**src/rtl/axi4_lite_pkg.sv**
```systemverilog
// axi4_lite_pkg: AXI4-Lite response codes, handshake FSM states and byte-strobe helpers
package axi4_lite_pkg;
    localparam logic [1:0] RESP_OKAY   = 2'b00;
    localparam logic [1:0] RESP_EXOKAY = 2'b01;
    localparam logic [1:0] RESP_SLVERR = 2'b10;
    localparam logic [1:0] RESP_DECERR = 2'b11;

    typedef enum logic [1:0] {W_IDLE, W_HAVE_ADDR, W_HAVE_DATA, W_RESP} w_state_t;
    typedef enum logic {R_IDLE, R_RESP} r_state_t;

    function automatic logic [31:0] strb_merge(input logic [31:0] old, input logic [31:0] data,
                                               input logic [3:0] strb);
        logic [31:0] res;
        res = old;
        for (int k = 0; k < 4; k++)
            res[8*k +: 8] = strb[k] ? data[8*k +: 8] : old[8*k +: 8];
        return res;
    endfunction

    // offset is addr - base; a wrapped (below-base) address lands in the upper bits too
    function automatic logic [1:0] decode_resp(input logic [31:0] offset, input int num_regs);
        return (offset[31:12] != '0) ? RESP_DECERR :
               ({22'd0, offset[11:2]} >= 32'(num_regs)) ? RESP_SLVERR : RESP_OKAY;
    endfunction
endpackage

```
**src/rtl/axi4_lite_slave_regfile.sv**
```systemverilog
// axi4_lite_slave_regfile: AXI4-Lite register bank with independent write/read handshake FSMs
module axi4_lite_slave_regfile
    import axi4_lite_pkg::*;
#(
    parameter logic [31:0] BASE_ADDR = 32'h0000_2000,
    parameter int          NUM_REGS  = 16
) (
    input  logic                     aclk,
    input  logic                     aresetn,
    input  logic [31:0]              awaddr,
    input  logic [2:0]               awprot,
    input  logic                     awvalid,
    output logic                     awready,
    input  logic [31:0]              wdata,
    input  logic [3:0]               wstrb,
    input  logic                     wvalid,
    output logic                     wready,
    output logic [1:0]               bresp,
    output logic                     bvalid,
    input  logic                     bready,
    input  logic [31:0]              araddr,
    input  logic [2:0]               arprot,
    input  logic                     arvalid,
    output logic                     arready,
    output logic [31:0]              rdata,
    output logic [1:0]               rresp,
    output logic                     rvalid,
    input  logic                     rready,
    output logic [32*NUM_REGS-1:0]   regs_out
);
    w_state_t    w_state, w_next;
    r_state_t    r_state, r_next;
    logic        ready_en;
    logic        aw_fire, w_fire, ar_fire, w_commit;
    logic [31:0] aw_addr_q, w_data_q;
    logic [3:0]  w_strb_q;
    logic [31:0] c_addr, c_data, c_off, r_off, r_val;
    logic [3:0]  c_strb;
    logic [1:0]  c_resp, r_resp_d;
    logic [31:0] regs [NUM_REGS];
    logic        unused_prot;

    assign unused_prot = ^{awprot, arprot};

    always_comb begin
        awready  = ready_en && (w_state == W_IDLE || w_state == W_HAVE_DATA);
        wready   = ready_en && (w_state == W_IDLE || w_state == W_HAVE_ADDR);
        bvalid   = w_state == W_RESP;
        aw_fire  = awvalid && awready;
        w_fire   = wvalid && wready;
        w_commit = (w_state == W_IDLE && aw_fire && w_fire) ||
                   (w_state == W_HAVE_ADDR && w_fire) ||
                   (w_state == W_HAVE_DATA && aw_fire);
        w_next   = w_commit                           ? W_RESP :
                   (w_state == W_RESP && bready)      ? W_IDLE :
                   (w_state == W_IDLE && aw_fire)     ? W_HAVE_ADDR :
                   (w_state == W_IDLE && w_fire)      ? W_HAVE_DATA : w_state;
        c_addr   = aw_fire ? awaddr : aw_addr_q;
        c_data   = w_fire ? wdata : w_data_q;
        c_strb   = w_fire ? wstrb : w_strb_q;
        c_off    = c_addr - BASE_ADDR;
        c_resp   = decode_resp(c_off, NUM_REGS);
    end

    always_comb begin
        arready  = ready_en && r_state == R_IDLE;
        rvalid   = r_state == R_RESP;
        ar_fire  = arvalid && arready;
        r_next   = ar_fire ? R_RESP : (r_state == R_RESP && rready) ? R_IDLE : r_state;
        r_off    = araddr - BASE_ADDR;
        r_resp_d = decode_resp(r_off, NUM_REGS);
        r_val    = '0;
        for (int i = 0; i < NUM_REGS; i++)
            if (r_off[11:2] == i[9:0]) r_val = regs[i];
    end

    // readys stay low until the first edge after reset release
    always_ff @(posedge aclk or negedge aresetn) begin
        if (!aresetn) begin
            ready_en <= 1'b0;
            w_state  <= W_IDLE;
            r_state  <= R_IDLE;
        end else begin
            ready_en <= 1'b1;
            w_state  <= w_next;
            r_state  <= r_next;
        end
    end

    always_ff @(posedge aclk or negedge aresetn) begin
        if (!aresetn) begin
            aw_addr_q <= '0;
            w_data_q  <= '0;
            w_strb_q  <= '0;
            bresp     <= RESP_OKAY;
            rdata     <= '0;
            rresp     <= RESP_OKAY;
        end else begin
            if (aw_fire) aw_addr_q <= awaddr;
            if (w_fire) begin
                w_data_q <= wdata;
                w_strb_q <= wstrb;
            end
            if (w_commit) bresp <= c_resp;
            if (ar_fire) begin
                rdata <= (r_resp_d == RESP_OKAY) ? r_val : '0;
                rresp <= r_resp_d;
            end
        end
    end

    // a same-edge read samples the pre-write value through the nonblocking update
    always_ff @(posedge aclk or negedge aresetn) begin
        if (!aresetn) begin
            for (int i = 0; i < NUM_REGS; i++) regs[i] <= '0;
        end else begin
            for (int i = 0; i < NUM_REGS; i++)
                if (w_commit && c_resp == RESP_OKAY && c_off[11:2] == i[9:0])
                    regs[i] <= strb_merge(regs[i], c_data, c_strb);
        end
    end

    for (genvar i = 0; i < NUM_REGS; i++) begin : g_out
        assign regs_out[32*i +: 32] = regs[i];
    end
endmodule

```
**config.mk**
```make
export PLATFORM = sky130hd
export DESIGN_NAME = axi4_lite_slave_regfile
export DESIGN_NICKNAME = d
export VERILOG_FILES = /design/src/rtl/axi4_lite_pkg.sv /design/src/rtl/axi4_lite_slave_regfile.sv
export SDC_FILE = /design/constraint.sdc
export NUM_CORES = 1
export LEC_CHECK = 0
export BUFFER_PORTS_ARGS = -buffer_cell sky130_fd_sc_hd__buf_2
export CORE_AREA = 2 2 261 263
export CTS_CLUSTER_SIZE = 12
export DETAILED_ROUTE_END_ITERATION = 10
export DIE_AREA = 0 0 263 265
export PLACE_DENSITY_LB_ADDON = 0.12
export SETUP_SLACK_MARGIN = 0.3
export SYNTH_ARGS = -nofsm -noshare
export SYNTH_HDL_FRONTEND = slang
export SYNTH_SLANG_ARGS = --single-unit
export TNS_END_PERCENT = 100
```
**constraint.sdc**
```tcl
create_clock -name aclk -period 4.16 [get_ports aclk]
set_input_delay 0.832 -clock aclk [delete_from_list [all_inputs] [get_ports aclk]]
set_output_delay 0.832 -clock aclk [all_outputs]
set_load 0.005 [all_outputs]
```
==> results.yml, run 1 <==
synthesis:
  synth_cells: 2204
  yosys.area.top_type_share_pct: 54.91
  synth_edf_count: 0
  post-synth-top-area-cell: "dfrtp_1"
  synth_ff_type: "dfrtp_1"
  avgSynthCellArea_sq_um: 12.78
  synth_area_leaders: "dfrtp_1 55%, mux2_2 22%, nand2_1 2.2%, a22oi_1 1.8%, o21ai_0 1.5%"
  synth-seq-cells: 618
  synth_nets: 2319
  ys_async_sr_fraction_pct: 100.0
  yosys_warnings: 0
  synth_cell_types: 75
  ys_seq_area_share_pct: 54.91
  syn_area_sq_um: 28160
die:
  die-area_sq_um: 69700
  core_area_sq_um: 66800
  pin_count: 666
  dieWidth_microns: 263
  row_count: 95
  die_h_microns: 265
  start_util_pct: 42.16
worst_setup_path:
  slowest_stage: "dfrtp_1"
  crit_path_max_fanout: 16
  path_delay_family: "simple AND/OR/NAND/NOR gates"
  cp_cell_sequence: "nand3b_1 > mux2i_1 > ha_2 > nand2b_1 > o21ai_0 > a22oi_1 > a2111oi_4 > buf_4 > nand4_1 > buf_12 > nor2_4 > mux2_2"
  cp_num_buf_inv: 2
  cpPeakStageDelay_ns: 0.44
  startpoint_type: "register"
  cp-end-kind: "register"
  cp_data_required_time_ns: 4.65
  r2r_slack_ns: 0.54
  critical_path_class: "reg2reg"
  arrival_ns: 4.11
clock_tree:
  worstSkewPairLatency_ns: 0.62
  cts-htree-levels: 3
  cts_setup_buffers: 0
  cts_tree: "yes"
  clock_tree.buffer_depth: 3
  clock_sinks: 618
  clkTransAtPathRegs_ns: 0.06
  root_buffer: "clkbuf_16"
  numCtsBuffers: 70
  cts_hold_buf: 0
drt:
  wirelength_microns: 124500
  routed_via_density: 6.044
  wl_per_cell_microns: 32.11
  drc: 0
  first_iter_violations: 2305
  drtPass1Iterations: 8
  vias: 23430
  ant_nets: 0
timing:
  rsz0062_at_grt: "no"
  timing.hold.ws_ns: 0.2240
  finalClockSkew_ns: 0.03684
  slew_headroom_pct: 33.81
  setup_tns_ns: 0
  setup_viol: 0
  final_hold_viol_count: 0
  fmax_ghz: 0.2763
  worst_pin_slew_ns: 0.9927
  period_share_pct: 87.01
  finalCriticalPeriod_ns: 3.620
  final_max_slew_viol_count: 0
power_and_ir_drop:
  ir_worst_vdd_v: 0.0003235
  power_uw: 15220
  total_leakage_power_uw: 0.01879
  pwr_density_cell_nw_per_um2: 423.2
grt:
  grt_pass1_vias: 23560
  grt_max_degree: 103
  antenna_found_initial: 11
  grt.total_usage_pct: 35.00
  grt_pass1_wl_microns: 175500
  grt-ovfl-total: 0
placed_design:
  io_buffers: 655
  dp_hpwl_microns: 90770
  gp_congestion: 0.9148
layout:
  fillers: 5947
  final_common_cell: "buf_2"
  area_growth_pct: 27.68
  final_nets: 3067
  final_cell_mix: "652 x buf_2, 618 x dfrtp_1, 532 x mux2_2"
  layout-drive-gt1-share_pct: 52.60
  finish.utilization_pct: 53.83
job:
  maxCapViolCount: 0
worst_hold_path:
  hp-class: "in2async"
outcome:
  status: "completed"
==> sequential cells by signal, summed over array words and instances (netlist names) <==
signal     count
aw_addr_q     30
bresp          2
rdata         32
ready_en       1
regs_out     512
rresp          2
rvalid         1
w_data_q      32
w_state        2
w_strb_q       4
==> logic make-up (layout without fill, tap and decap cells) <==
family | Yosys count | in the layout | share of synthesized area (%)
xor gates and xnor gates | 2 | 2 | 0.06221
buffers and inverters | 145 | 943 | 2.088
DFF | 618 | 618 | 54.91
muxes | 608 | 608 | 24.89
adders and majority gates | 2 | 2 | 0.08884
other | 1 | 3 | 0.01332
and+or+nand+nor | 466 | 466 | 9.068
AOI/OAI and AO/OA | 362 | 362 | 8.872
==> cell type report <==
type / count / area, sq um / share of cell area (%)
diodes: 2 / 5.005 / 0.01392
clock buffers: 100 / 2026 / 5.634
clock inverters: 22 / 272.8 / 0.7586
inverters: 15 / 56.30 / 0.1566
multi-input cells: 1441 / 12360 / 34.38
flip-flops and latches: 618 / 15460 / 43.01
well taps: 873 / 1092 / 3.038
repair buffers: 806 / 4677 / 13.01
==> power breakdown <==
group          leakage [uW]  switching [uW]  internal [uW]
Clock               0.00113            2590           3700
Combinational       0.00919            1840            602
Sequential          0.00848             142           6340
Total                0.0188            4570          10600
==> cell usage after synthesis, drive strengths merged (3+ instances only) <==
cell type and n:
nand3 39, nand2 167, nor2b 14, or3 13, o21a 6, a2bb2oi 3
a22oi 67, a221oi 22, nand4 9, mux2 566, a21o 3, buf 28
nand2b 9, a211oi 10, mux2i 25, a31o 6, o31ai 8, o2111ai 3
a31oi 7, nor4 38, mux4 17, o32a 3, o221ai 11, clkbuf 102
o22ai 22, o21ai 85, nor2 111, nor4b 4, and3 11, or4 18
o211ai 8, or2 5, a22o 4, dfrtp 618, a221o 5, a222oi 24
inv 14, nand3b 4, a21oi 54, nor3 16
==> stage by stage <==
stage	instances	worst slack, ns	instance area (sq um)
3_5_place_dp	3753	-0.009151	33630
4_1_cts	3875	0.4041	35920
5_1_grt	3876	0.3684	35950
6_report	3877	0.5403	35960
2_1_floorplan	2204	0.1600	28310
3_3_place_gp	3753	0.01873	33630
==> layer usage <==
metal	wire, microns	up-vias	global-route usage (%)
met2	58980	1148	56.65
met5	130	-	0
met1	49430	12280	44.82
met4	5559	20	14.84
met3	10400	278	8.778
li1	-	9709	-
==> timing repair <==
action,4_1_cts,5_1_grt
setup endpoints to repair,0,33
gates resized for setup,0,4
hold endpoints to repair,0,0
==> final timing paths <==
kind,end,depth (start not counted),startpoint
worst max register to register,regs_out[236],12,w_state[0]
worst min-delay path,w_data_q[1],1,aresetn
max in group asynchronous,regs_out[94],2,aresetn
min in group aclk,aw_addr_q[11],3,awaddr[11]
worst max-delay path,regs_out[236],12,w_state[0]
worst min register to register,aw_addr_q[31],2,aw_addr_q[31]
Note: power is estimated with default switching activity, not from simulation.
==> inputs of run 2 (changes only) <==
--- a/config.mk
+++ b/config.mk
@@ -6,10 +6,10 @@
 export NUM_CORES = 1
 export LEC_CHECK = 0
 export BUFFER_PORTS_ARGS = -buffer_cell sky130_fd_sc_hd__buf_2
-export CORE_AREA = 2 2 261 263
+export CORE_AREA = 2 2 259 261
 export CTS_CLUSTER_SIZE = 12
 export DETAILED_ROUTE_END_ITERATION = 10
-export DIE_AREA = 0 0 263 265
+export DIE_AREA = 0 0 261 263
 export PLACE_DENSITY_LB_ADDON = 0.12
 export SETUP_SLACK_MARGIN = 0.3
 export SYNTH_ARGS = -nofsm -noshare
==> constraint.sdc (replaced) <==
create_clock -name aclk -period 4.5 [get_ports aclk]
set_input_delay 0.9 -clock aclk [delete_from_list [all_inputs] [get_ports aclk]]
set_output_delay 0.9 -clock aclk [all_outputs]
set_load 0.005 [all_outputs]
==> run 2 against run 1 <==
Net effect:
- critical path depth decreased by 1
- global-route usage is 0.48 points higher
- via count up 0.30%
- first-iteration DRC count down 0.30%
- largest cell class unchanged
- routed wire length shrank 0.38%
- sequential cell count stayed put
- combinational power shrank 11%
- non-clock buffer count shrank 3
- clock-buffer cell count is 12 higher
==> results.yml, run 2 (synthesized netlist as in run 1, its figures left out) <==
clock_tree:
  cts_tree: "yes"
  worstSkewPairLatency_ns: 0.62
  cts_hold_buf: 0
  numCtsBuffers: 70
  clock_tree.buffer_depth: 3
  root_buffer: "clkbuf_16"
  cts-htree-levels: 3
  cts_resized: 0
  cts_setup_buffers: 0
  clkTransAtPathRegs_ns: 0.06
  clock_sinks: 618
worst_hold_path:
  hp-class: "in2async"
grt:
  grt_max_degree: 105
  grt-ovfl-total: 0
  grt.total_usage_pct: 35.48
  antenna_found_initial: 13
  grt_pass1_wl_microns: 174800
  grt_pass1_vias: 23600
timing:
  setup_viol: 0
  final_max_slew_viol_count: 0
  period_share_pct: 88.63
  rsz0062_at_grt: "no"
  finalCriticalPeriod_ns: 3.988
  worst_pin_slew_ns: 1.128
  slew_headroom_pct: 24.79
  fmax_ghz: 0.2507
  finalClockSkew_ns: 0.02890
  setup_tns_ns: 0
  final_hold_viol_count: 0
worst_setup_path:
  cp-end-kind: "register"
  critical_path_class: "reg2reg"
  crit_path_max_fanout: 8
  arrival_ns: 4.47
  cp_data_required_time_ns: 4.98
  startpoint_type: "register"
drt:
  drc: 0
  drtPass1Iterations: 6
  vias: 23500
  ant_nets: 0
  wl_per_cell_microns: 32.08
  routed_via_density: 6.079
  first_iter_violations: 2298
  wirelength_microns: 124000
die:
  start_util_pct: 42.91
  dieWidth_microns: 261
  die-area_sq_um: 68640
  die_h_microns: 263
  core_area_sq_um: 65630
  pin_count: 666
  row_count: 94
layout:
  final_cell_mix: "652 x buf_2, 618 x dfrtp_1, 550 x mux2_2"
  final_nets: 3064
  largest_reg_flops: 512
  area_growth_pct: 26.36
  final_cells: 3866
  layout-drive-gt1-share_pct: 52.08
  finish.utilization_pct: 54.22
  final_area_sq_um: 35590
  final_common_cell: "buf_2"
power_and_ir_drop:
  power_uw: 13720
  total_leakage_power_uw: 0.01869
  pwr_density_cell_nw_per_um2: 385.5
  ir_worst_vdd_v: 0.0002912
placed_design:
  dp.cells: 3741
  dp_hpwl_microns: 89620
  postPlaceCellArea_sq_um: 33380
  gp_congestion: 0.9145
  io_buffers: 655
outcome:
  status: "completed"
job:
  maxCapViolCount: 0
run 2: changes by cell type in the layout (fill, tap and decap cells not counted), sizes merged:
cell	previous run	this run
inv	16	15
buf	806	803
diode	2	3
clkbuf	100	112
clkinvlp	3	2
clkinv	13	8
bufinv	5	0
run 2: cell type report:
class | instances | area (sq um)
Antenna cell | 3 | 7.507
Inverter | 15 | 56.30
Sequential cell | 618 | 15460
Clock inverter | 10 | 81.33
Multi-Input combinational cell | 1441 | 12220
Tap cell | 864 | 1081
Clock buffer | 112 | 2113
Fill cell | 5824 | 30040
Timing Repair Buffer | 803 | 4567
run 2: through the flow:
stage | hold WS (ns) | setup slack, ns
3_5_place_dp | 0.4607 | 0.1040
2_1_floorplan | 0.4369 | 0.3322
6_report | 0.3631 | 0.5115
5_1_grt | 0.4376 | 0.3115
3_3_place_gp | 0.4584 | 0.1440
4_1_cts | 0.3876 | 0.5966
run 2: worst paths after layout:
kind                               start             to  slack, ns  depth (start not counted)
min in group aclk                 rready         rvalid       0.46                          2
min                              aresetn   regs_out[39]       0.36                          1
max                           w_state[0]   regs_out[89]       0.51                         11
min reg2reg                aw_addr_q[31]  aw_addr_q[31]       0.47                          2
max in group asynchronous        aresetn  regs_out[117]       2.98                          3
max reg2reg                   w_state[0]   regs_out[89]       0.51                         11
run 2: worst max-delay path, stage by stage, from the launching register on:
cell and delay [ns]:
dfrtp_1 0.44, nand3b_1 0.32, mux2i_1 0.28, ha_1 0.30
nand2b_1 0.14, o21ai_0 0.16, a22oi_1 0.13, a2111oi_2 0.55
nand3_1 0.40, or4_1 0.62, buf_4 0.23, mux2_2 0.29
run 2: layer usage:
metal / wire (microns) / part of all wire [%] / global-route usage (%)
met1: 49180 / 40 / 46.16
met2: 58690 / 47 / 56.91
met3: 10540 / 8.5 / 8.511
met4: 5514 / 4.4 / 14.33
met5: 99 / 0.080 / 0
run 2: report_power, final:
| part | internal (uW) | leakage (uW) | switching [uW] |
|---|---|---|---|
| Clock | 3210 | 0.00107 | 2340 |
| Combinational | 532 | 0.00915 | 1640 |
| Sequential | 5860 | 0.00848 | 130 |
| Total | 9610 | 0.0187 | 4110 |
